## config.mk

```make
export PLATFORM = sky130hd
export DESIGN_NAME = fetch_stage
export DESIGN_NICKNAME = d
export VERILOG_FILES = /design/src/rtl/cpu_pkg.sv /design/src/rtl/fetch_packet_reg.sv /design/src/rtl/fetch_stage.sv
export SDC_FILE = /design/constraint.sdc
export NUM_CORES = 1
export LEC_CHECK = 0
export BUFFER_PORTS_ARGS = -buffer_cell sky130_fd_sc_hd__clkbuf_2
export CAP_MARGIN = 20
export CORE_MARGIN = 2
export CORE_UTILIZATION = 51
export DETAILED_ROUTE_END_ITERATION = 16
export PLACE_DENSITY = 0.9
export SKIP_CTS_REPAIR_TIMING = 1
export SYNTH_ARGS = -nofsm -noshare
export SYNTH_HDL_FRONTEND = slang
export SYNTH_SLANG_ARGS = --single-unit
```

## constraint.sdc

```tcl
create_clock -name clk -period 3.35 [get_ports clk]
set_input_delay 0.335 -clock clk [delete_from_list [all_inputs] [get_ports clk]]
set_output_delay 0.335 -clock clk [all_outputs]
set_load 0.1 [all_outputs]
```

## src/rtl/cpu_pkg.sv

```systemverilog
// Shared CPU types: opcodes, core id, and the fetch-stage state and packet
// definitions used by the front end.
package cpu_pkg;

  typedef logic [7:0] core_id_t;

  typedef enum logic [7:0] {
    OP_NOP        = 8'h00,
    OP_JMP        = 8'h10,
    OP_JCC        = 8'h11,
    OP_ALU        = 8'h12,
    OP_RESTORE_PC = 8'h20,
    OP_HALT       = 8'hFF
  } opcode_e;

  typedef enum logic [1:0] {
    FETCH    = 2'd0,
    WAIT_RSP = 2'd1,
    SEND     = 2'd2,
    HALTED   = 2'd3
  } fetch_state_e;

  localparam logic [63:0] FETCH_PC_INCREMENT = 64'd4;

  // Widest lane mask a core may be built with; narrower masks are zero-extended.
  localparam int unsigned LANE_MASK_W = 32;

  typedef struct packed {
    logic [63:0]            pc;
    logic [31:0]            insn;
    logic [LANE_MASK_W-1:0] exec_mask;
  } fetch_packet_t;

endpackage

```

## src/rtl/fetch_packet_reg.sv

```systemverilog
// Single-entry packet holding register between fetch and decode with a
// busy/recv handshake; a flush drops the pending packet.
module fetch_packet_reg
  import cpu_pkg::*;
(
  input  logic          clk,
  input  logic          rst_n,
  input  logic          load_i,
  input  logic          flush_i,
  input  logic          recv_i,
  input  fetch_packet_t pkt_i,
  output logic          busy_o,
  output fetch_packet_t pkt_o
);

  logic          busy_q, busy_d;
  fetch_packet_t pkt_q, pkt_d;

  always_comb begin
    busy_d = busy_q;
    pkt_d  = pkt_q;
    if (flush_i) begin
      busy_d = 1'b0;
    end else if (load_i) begin
      busy_d = 1'b1;
      pkt_d  = pkt_i;
    end else if (recv_i && busy_q) begin
      busy_d = 1'b0;
    end
  end

  always_ff @(posedge clk or negedge rst_n) begin
    if (!rst_n) begin
      busy_q <= 1'b0;
      pkt_q  <= '0;
    end else begin
      busy_q <= busy_d;
      pkt_q  <= pkt_d;
    end
  end

  assign busy_o = busy_q;
  assign pkt_o  = pkt_q;

endmodule

```

## src/rtl/fetch_stage.sv

```systemverilog
// Instruction fetch: one outstanding memory read at a time, single packet
// handed to decode, PC redirect with stale-response dropping, and halt.
module fetch_stage
  import cpu_pkg::*;
#(
  parameter int unsigned CORE_ID     = 0,
  parameter logic [63:0] RESET_PC    = 64'h0,
  parameter int unsigned EXEC_MASK_W = 32
) (
  input  logic                   clk,
  input  logic                   rst_n,
  output logic                   mem_req_valid,
  output logic [63:0]            mem_req_addr,
  input  logic                   mem_req_ready,
  input  logic                   mem_rsp_valid,
  input  logic [31:0]            mem_rsp_data,
  output logic                   dec_busy,
  output logic [63:0]            dec_pc,
  output logic [31:0]            dec_insn,
  output logic [EXEC_MASK_W-1:0] dec_exec_mask,
  input  logic                   dec_recv,
  input  logic                   redirect_valid,
  input  logic [63:0]            redirect_pc,
  input  logic [EXEC_MASK_W-1:0] redirect_mask,
  input  logic                   halt
);

  fetch_state_e           state_q, state_d;
  logic [63:0]            pc_q, pc_d;
  logic [EXEC_MASK_W-1:0] mask_q, mask_d;
  logic                   drop_q, drop_d;
  logic                   redirect_take, req_fire, rsp_accept, abandon;
  fetch_packet_t          pkt_in, pkt_out;

  assign redirect_take = redirect_valid && !halt && (state_q != HALTED);
  assign req_fire      = mem_req_valid && mem_req_ready;
  assign rsp_accept    = (state_q == WAIT_RSP) && mem_rsp_valid && !redirect_take && !halt;
  // A request is still owed a response if it is in flight and not returning now.
  assign abandon       = ((state_q == WAIT_RSP) && !mem_rsp_valid) || req_fire;

  always_ff @(posedge clk or negedge rst_n) begin
    if (!rst_n) state_q <= FETCH;
    else        state_q <= state_d;
  end

  always_comb begin
    state_d = state_q;
    if (halt) begin
      state_d = HALTED;
    end else if (redirect_take) begin
      state_d = FETCH;
    end else begin
      case (state_q)
        FETCH:    if (req_fire)      state_d = WAIT_RSP;
        WAIT_RSP: if (mem_rsp_valid) state_d = SEND;
        SEND:     if (dec_recv)      state_d = FETCH;
        default:                     state_d = HALTED;
      endcase
    end
  end

  always_comb begin
    mem_req_valid = rst_n && (state_q == FETCH) && !drop_q;
    mem_req_addr  = pc_q;
    pkt_in        = '{pc: pc_q, insn: mem_rsp_data, exec_mask: LANE_MASK_W'(mask_q)};
  end

  always_comb begin
    pc_d   = pc_q;
    mask_d = mask_q;
    drop_d = drop_q;
    if (drop_q && mem_rsp_valid) drop_d = 1'b0;
    if ((halt || redirect_take) && abandon) drop_d = 1'b1;
    if (redirect_take) begin
      pc_d   = redirect_pc;
      mask_d = redirect_mask;
    end else if (rsp_accept) begin
      pc_d = pc_q + FETCH_PC_INCREMENT;
    end
  end

  always_ff @(posedge clk or negedge rst_n) begin
    if (!rst_n) begin
      pc_q   <= RESET_PC;
      mask_q <= '1;
      drop_q <= 1'b0;
    end else begin
      pc_q   <= pc_d;
      mask_q <= mask_d;
      drop_q <= drop_d;
    end
  end

  fetch_packet_reg u_pkt (
    .clk     (clk),
    .rst_n   (rst_n),
    .load_i  (rsp_accept),
    .flush_i (halt || redirect_take),
    .recv_i  (dec_recv),
    .pkt_i   (pkt_in),
    .busy_o  (dec_busy),
    .pkt_o   (pkt_out)
  );

  assign dec_pc        = pkt_out.pc;
  assign dec_insn      = pkt_out.insn;
  assign dec_exec_mask = EXEC_MASK_W'(pkt_out.exec_mask);

`ifndef SYNTHESIS
  assert property (@(posedge clk) disable iff (!rst_n)
                   !(mem_rsp_valid && (state_q != WAIT_RSP) && !drop_q))
    else $error("fetch_stage core %0d: unsolicited mem_rsp_valid", CORE_ID);

  always_ff @(posedge clk) begin
    if (rst_n && rsp_accept)
      $info("FETCH core=%0d pc=%h insn=%h", CORE_ID, pc_q, mem_rsp_data);
  end
`endif

endmodule

```

==> results of run 1 <==
registers in the layout, summed over array words and instances, names as in the netlist:
name	flops
drop_q	1
state_q	2
mem_req_addr	64
mask_q	32
u_pkt.pkt_o	128
u_pkt.busy_o	1
layout make-up:
| class | count | area (um2) | area share |
|---|---|---|---|
| Timing Repair Buffer | 354 | 1910 | 0.149 |
| Inverter | 10 | 37.5 | 0.00292 |
| Sequential cell | 228 | 5750 | 0.447 |
| Clock inverter | 7 | 73.8 | 0.00574 |
| Clock buffer | 37 | 689 | 0.0536 |
| Antenna cell | 2 | 5.00 | 0.000389 |
| Tap cell | 265 | 332 | 0.0258 |
| Multi-Input combinational cell | 850 | 4070 | 0.316 |
cells in the final DEF (no fill, tap or decap), types with 9 or more instances in the layout:
master and instances:
nor3_1 11, a21oi_1 21, nor2_1 29, dfstp_2 32, nand3_1 41, clkbuf_2 327, dlygate4sd3_1 12, inv_1 10
xor2_1 14, xnor2_1 11, nand4_1 13, nand2_1 552, dfrtp_1 196, and3_1 11, o311ai_0 9, o21ai_0 29
o211ai_1 17, clkbuf_16 24, buf_4 11, clkbuf_1 9
routing by layer:
layer | vias up | GRT usage | part of all wire
met3 | 76 | 0.0699 | 0.091
met4 | 2 | 0.0904 | 0.030
met5 | - | 0 | 0.00052
li1 | 4411 | - | -
met2 | 448 | 0.468 | 0.49
met1 | 4583 | 0.360 | 0.39
worst max-delay path: stages (launching register included):
cell and delay, ns:
dfrtp_1 0.42, ha_1 0.23, nor2b_1 0.40, or3_4 0.41
buf_4 0.81, nor2_1 0.08, a32oi_1 0.23, nand2_1 0.07
stage by stage:
stage / hold slack, ns / setup WS, ns / util / instance area, um2 / instances
after floorplan: 0.0394 / 0.489 / - / 10000 / 1144
after global placement: 0.265 / 0.590 / 0.617 / 12000 / 1695
after detailed placement: 0.268 / 0.534 / 0.617 / 12000 / 1695
after CTS: -0.274 / 0.503 / 0.657 / 12700 / 1739
after global routing: -0.0113 / 0.252 / 0.663 / 12900 / 1752
final: -0.0173 / 0.440 / 0.663 / 12900 / 1753
kinds of logic after synthesis:
logic type | share of synthesized area
XOR/XNOR | 0.0218
flip-flops | 0.572
adder cells (fa/ha/maj) | 0.00623
AND/OR/NAND/NOR | 0.308
AO/OA/AOI/OAI | 0.0615
buffers and inverters | 0.0249
multiplexers | 0.00499
cells in the mapped netlist (9+ instances only):
master	n	share of area
a21oi_1	21	0.010
o211ai_1	17	0.013
inv_1	10	0.0037
xor2_1	14	0.012
and3_1	11	0.0069
xnor2_1	11	0.0096
nor3_1	12	0.0060
nand4_1	13	0.0081
clkbuf_1	44	0.016
dfstp_2	32	0.084
o21ai_0	29	0.014
nand2_1	552	0.21
nand3_1	41	0.020
dfrtp_1	196	0.49
buf_1	10	0.0037
o311ai_0	9	0.0079
nor2_1	30	0.011
final timing paths:
kind	to	slack, ns	cells past startpoint
max	mem_req_addr[52]$_DFFE_PN0P_	0.44	7
min	mask_q[7]$_DFFE_PN1P_	-0.02	3
max reg2reg	mem_req_addr[52]$_DFFE_PN0P_	0.44	7
min reg2reg	mask_q[11]$_DFFE_PN1P_	0.46	2
max in group asynchronous	u_pkt.pkt_o[57]$_DFFE_PN0P_	1.92	3
min in group asynchronous	mem_req_addr[20]$_DFFE_PN0P_	0.31	2
==> parameters.txt, run 1 <==
Parameter                              Value

Place
  RD Place Congestion    0.891
  IO buf count    328
  HPWL after DPL    20600 um

Critical path
  Critical Path Source    state_q[1]$_DFFE_PN0P_
  Type of element launching the critical path    register
  Worst EP required    3.75 ns
  Startpoint of the worst register-to-register path    state_q[1]$_DFFE_PN0P_
  Arrival time reported for the critical path endpoint    3.31 ns
  WS Path Type    register to register
  CP endpoint kind    register
  Crit-path max FO    100

Timing
  Setup repair after global routing missed its margin    no
  Hold Violations, Final    13
  Worst slew margin relative to its limit    0.280
  Fmax    344 MHz
  Tcrit/Tclk final    0.869
  Count of endpoints failing setup in the final report    0
  Worst clock skew    0.0104 ns
  Worst hold slack    -0.0173 ns
  Aggregate negative setup slack    0 ns
  Pin slew with the least headroom to its limit    1.08 ns
  Number of pins with negative max-slew slack in the final report    0
  Final Critical Period    2.91 ns

Yosys
  Main flop type after synthesis    dfrtp_1
  Cell area after synthesis    0.0100 mm2
  Mean cell area of the mapped netlist    8.77 um2
  Number of synthesis warnings    0
  Count of flip-flops with a built-in enable after synthesis    0
  Yosys reg bits    228
  Synth Net Count    1284
  Number of instances in the synthesized netlist    1144
  Asr flop ratio synth    1.00
  Cell variety after synth    48
  Portion of the post-synthesis area used by sequential elements    0.572

Finish
  Total of fill cells in the finished design    1560
  Fraction of layout cells with a size suffix above 1    0.291
  Final Net Count    1608
  Layout area overhead    28.2%

Drt
  Routed len/inst    17.5 um
  Via count    9520
  Vias per std cell    5.43
  Total iterations of the first detailed-routing run    5
  Count of antenna-violating nets left after detailed routing    0
  Residual DRC    0
  WL final    30700 um
  Drt first-iter violations    724

Die
  Count of standard-cell rows    51
  Core area    0.0194 mm2
  Die W    144 um
  IO Pins    329
  Die Area    0.0208 mm2
  Floorplan die height    144 um
  Initial core utilization    0.517

Global route
  Remaining Overflow, GRT    0
  Wire length of the first global-routing pass    46500 um
  Maximum number of pins on one net before global-route repair    129
  Via count of the first global-routing pass    9077
  Tot GR Track Use    0.280
  Antenna violations before repair    3

Run status
  Failing checks    negative hold slack
  Result of the run    finished with violations

Flow run
  Max Cap Viol    0

Hold path
  Launch instance of the worst min-delay path    redirect_mask[7]
  Worst Hold Class    primary input to register

Clock network
  TritonCTS clock tree    done
  Number of levels the H-tree was split into    1
  Clock root buffer master    clkbuf_16
  Clock-pin slew on the worst setup and hold paths    0.07 ns
  Largest buffer count on any clock path    3
  Clock latency on the worst-skew pair    0.52 ns
  Number of sinks on the clock net    228
  CTS Buf Count    24
Power of run 1 is not shown: default switching activity piles up to over one toggle a cycle in this logic, so the estimate is an artifact.
==> run 2: changes to the inputs <==
Settings changed: PLACE_DENSITY 0.9 to 0.78.
==> run 2 against run 1 <==
Against the previous run:
- the flow still finishes with violations (negative hold slack)
- worst hold slack about the same
- first-iteration DRC count down 0.28%
- register-to-register slack better by 0.04 ns
- global-route usage down 0.86 points
- clock-buffer cell count up 1
- cell area up 1.4%
- sequential share of layout area down 0.64 points
- routed wire length down 4.4%
- non-clock buffer count up 19
- die area unchanged
- critical path depth unchanged
- final cell count up 1.1%
- critical endpoint is now u_pkt.pkt_o[8]$_DFFE_PN0P_
- highest routed layer unchanged
==> parameters.txt, run 2 (synthesized netlist as in run 1, its figures left out) <==
Parameter                              Value

Timing
  Aggregate negative setup slack    0 ns (unchanged)
  Worst clock skew    0.0240 ns (+0.0136 ns)
  Pin slew with the least headroom to its limit    0.981 ns (-0.0993 ns)
  Setup repair after global routing missed its margin    no
  Fmax    348 MHz (+1.2%)
  Number of pins with negative max-slew slack in the final report    0 (unchanged)
  Worst slew margin relative to its limit    0.346 (+0.0658)
  Hold Violations, Final    3 (-10)
  Tcrit/Tclk final    0.858 (-0.0106)
  Count of endpoints failing setup in the final report    0 (unchanged)
  Final Critical Period    2.87 ns (-0.0356 ns)
  Worst hold slack    -0.0172 ns (+0.000161 ns)

Critical path
  Worst r2r dst    u_pkt.pkt_o[8]$_DFFE_PN0P_
  Critical Path Source    state_q[0]$_DFFE_PN0P_
  Arrival time reported for the critical path endpoint    3.32 ns (about the same)
  Startpoint of the worst register-to-register path    state_q[0]$_DFFE_PN0P_
  Cell with the biggest individual delay on the critical path    buf_4
  Peak per-stage delay on the critical path    0.63 ns (-0.18 ns)
  Worst path cell trace    ha_1 > nor2b_1 > or3_4 > buf_4 > buf_4 > nand2_1 > nand2_1
  Cells on worst reg2reg path    7 (unchanged)
  Worst EP required    3.79 ns (+0.04 ns)
  Crit-path max FO    59 (-41%)
  Minimum setup slack among reg-to-reg paths    0.48 ns (+0.04 ns)
  Type of element launching the critical path    register
  CP endpoint kind    register
  WS Path Type    register to register

Die
  Floorplan die height    144 um (unchanged)
  Core area    0.0194 mm2 (unchanged)
  Initial core utilization    0.517 (unchanged)
  IO Pins    329 (unchanged)
  Count of standard-cell rows    51 (unchanged)
  Die W    144 um (unchanged)
  Die Area    0.0208 mm2 (unchanged)

Finish
  Total of fill cells in the finished design    1617 (+3.7%)
  Layout area overhead    30.0%
  Commonest cells after routing, fill and taps aside    552 x nand2_1, 327 x clkbuf_2, 196 x dfrtp_1
  Number of flip-flops under the largest register name    128 (unchanged)
  Final Net Count    1627 (+1.2%)
  Fraction of layout cells with a size suffix above 1    0.286 (-0.00501)
  Commonest non-fill, non-tap cell in the layout    nand2_1

Drt
  WL met2    13900 um (-6.9%)
  Uppermost metal layer occupied by signal nets    met5
  Count of antenna-violating nets left after detailed routing    0 (unchanged)
  Routed wire length on met3    2470 um (-12%)
  Detailed-route wire length on metal 1    12100 um (+0.41%)
  Drt first-iter violations    722 (-0.28%)
  Vias per std cell    5.27 (-2.9%)
  Via count    9345 (-1.8%)
  Residual DRC    0 (unchanged)
  Routed len/inst    16.6 um (-5.4%)
  Total iterations of the first detailed-routing run    5 (unchanged)
  WL final    29400 um (-4.4%)

Clock network
  Clock root buffer master    clkbuf_16
  Number of sinks on the clock net    228 (unchanged)
  Clock latency on the worst-skew pair    0.52 ns (about the same)
  TritonCTS clock tree    done
  Largest buffer count on any clock path    3 (unchanged)
  CTS Buf Count    24 (unchanged)
  Clock-pin slew on the worst setup and hold paths    0.06 ns (about the same)
  Number of levels the H-tree was split into    1 (unchanged)

Hold path
  Worst Hold Class    primary input to register
  Launch instance of the worst min-delay path    redirect_mask[22]
  Hold Path Sink    mask_q[22]$_DFFE_PN1P_
  Hold Path Stages    3 (unchanged)

Global route
  Remaining Overflow, GRT    0 (unchanged)
  Wire length of the first global-routing pass    45000 um (-3.2%)
  Via count of the first global-routing pass    8697 (-4.2%)
  Maximum number of pins on one net before global-route repair    128 (-0.78%)
  Tot GR Track Use    0.272 (-0.00862)
  Antenna violations before repair    3 (unchanged)

Run status
  Failing checks    negative hold slack
  Result of the run    finished with violations

Flow run
  Max Cap Viol    0 (unchanged)

Place
  RD Place Congestion    0.870 (-2.3%)
  IO buf count    328 (unchanged)
  HPWL after DPL    20200 um (-1.8%)
[run 2: how the worst max path moves through the flow]
stage	endpoint	slack (ns)	cells past startpoint
floorplan	mem_req_addr[28]$_DFFE_PN0P_	0.49	6
global placement	u_pkt.pkt_o[6]$_DFFE_PN0P_	0.63	7
detailed placement	u_pkt.pkt_o[8]$_DFFE_PN0P_	0.50	7
CTS	u_pkt.pkt_o[8]$_DFFE_PN0P_	0.48	7
global route	u_pkt.pkt_o[3]$_DFFE_PN0P_	0.24	7
finish	u_pkt.pkt_o[8]$_DFFE_PN0P_	0.48	7
[run 2: layout make-up]
type / instances / area [um2] / area share
antenna: 2 / 5.00 / 0.000384
clock buffer: 38 / 726 / 0.0556
clock inverter: 6 / 41.3 / 0.00316
inverter: 10 / 37.5 / 0.00288
multi-input combinational: 850 / 4070 / 0.312
sequential: 228 / 5750 / 0.440
tap: 265 / 332 / 0.0254
timing repair buffer: 373 / 2100 / 0.161
[run 2: through the flow]
step | area (um2) | hold WS (ns) | worst slack [ns] | utilization | instances
2_1_floorplan | 10000 | 0.0394 | 0.489 | - | 1144
3_3_place_gp | 11900 | 0.188 | 0.632 | 0.616 | 1693
3_5_place_dp | 11900 | 0.189 | 0.496 | 0.616 | 1693
4_1_cts | 12700 | -0.363 | 0.481 | 0.655 | 1737
5_1_grt | 13000 | -0.00526 | 0.244 | 0.673 | 1771
6_report | 13100 | -0.0172 | 0.476 | 0.673 | 1772
[run 2: routing by layer]
layer	GRT usage	up-vias
li1	-	4446
met1	0.367	4434
met2	0.430	393
met3	0.0738	70
met4	0.0843	2
met5	0	-
[run 2: worst max-delay path, delay by kind of cell, from the launching register on]
family	cells	cell delay, ns
flops	1	0.40
simple gates	4	0.98
buf+inv	2	1.17
fa+ha+maj	1	0.24
Power of run 2 is left out for the same reason.
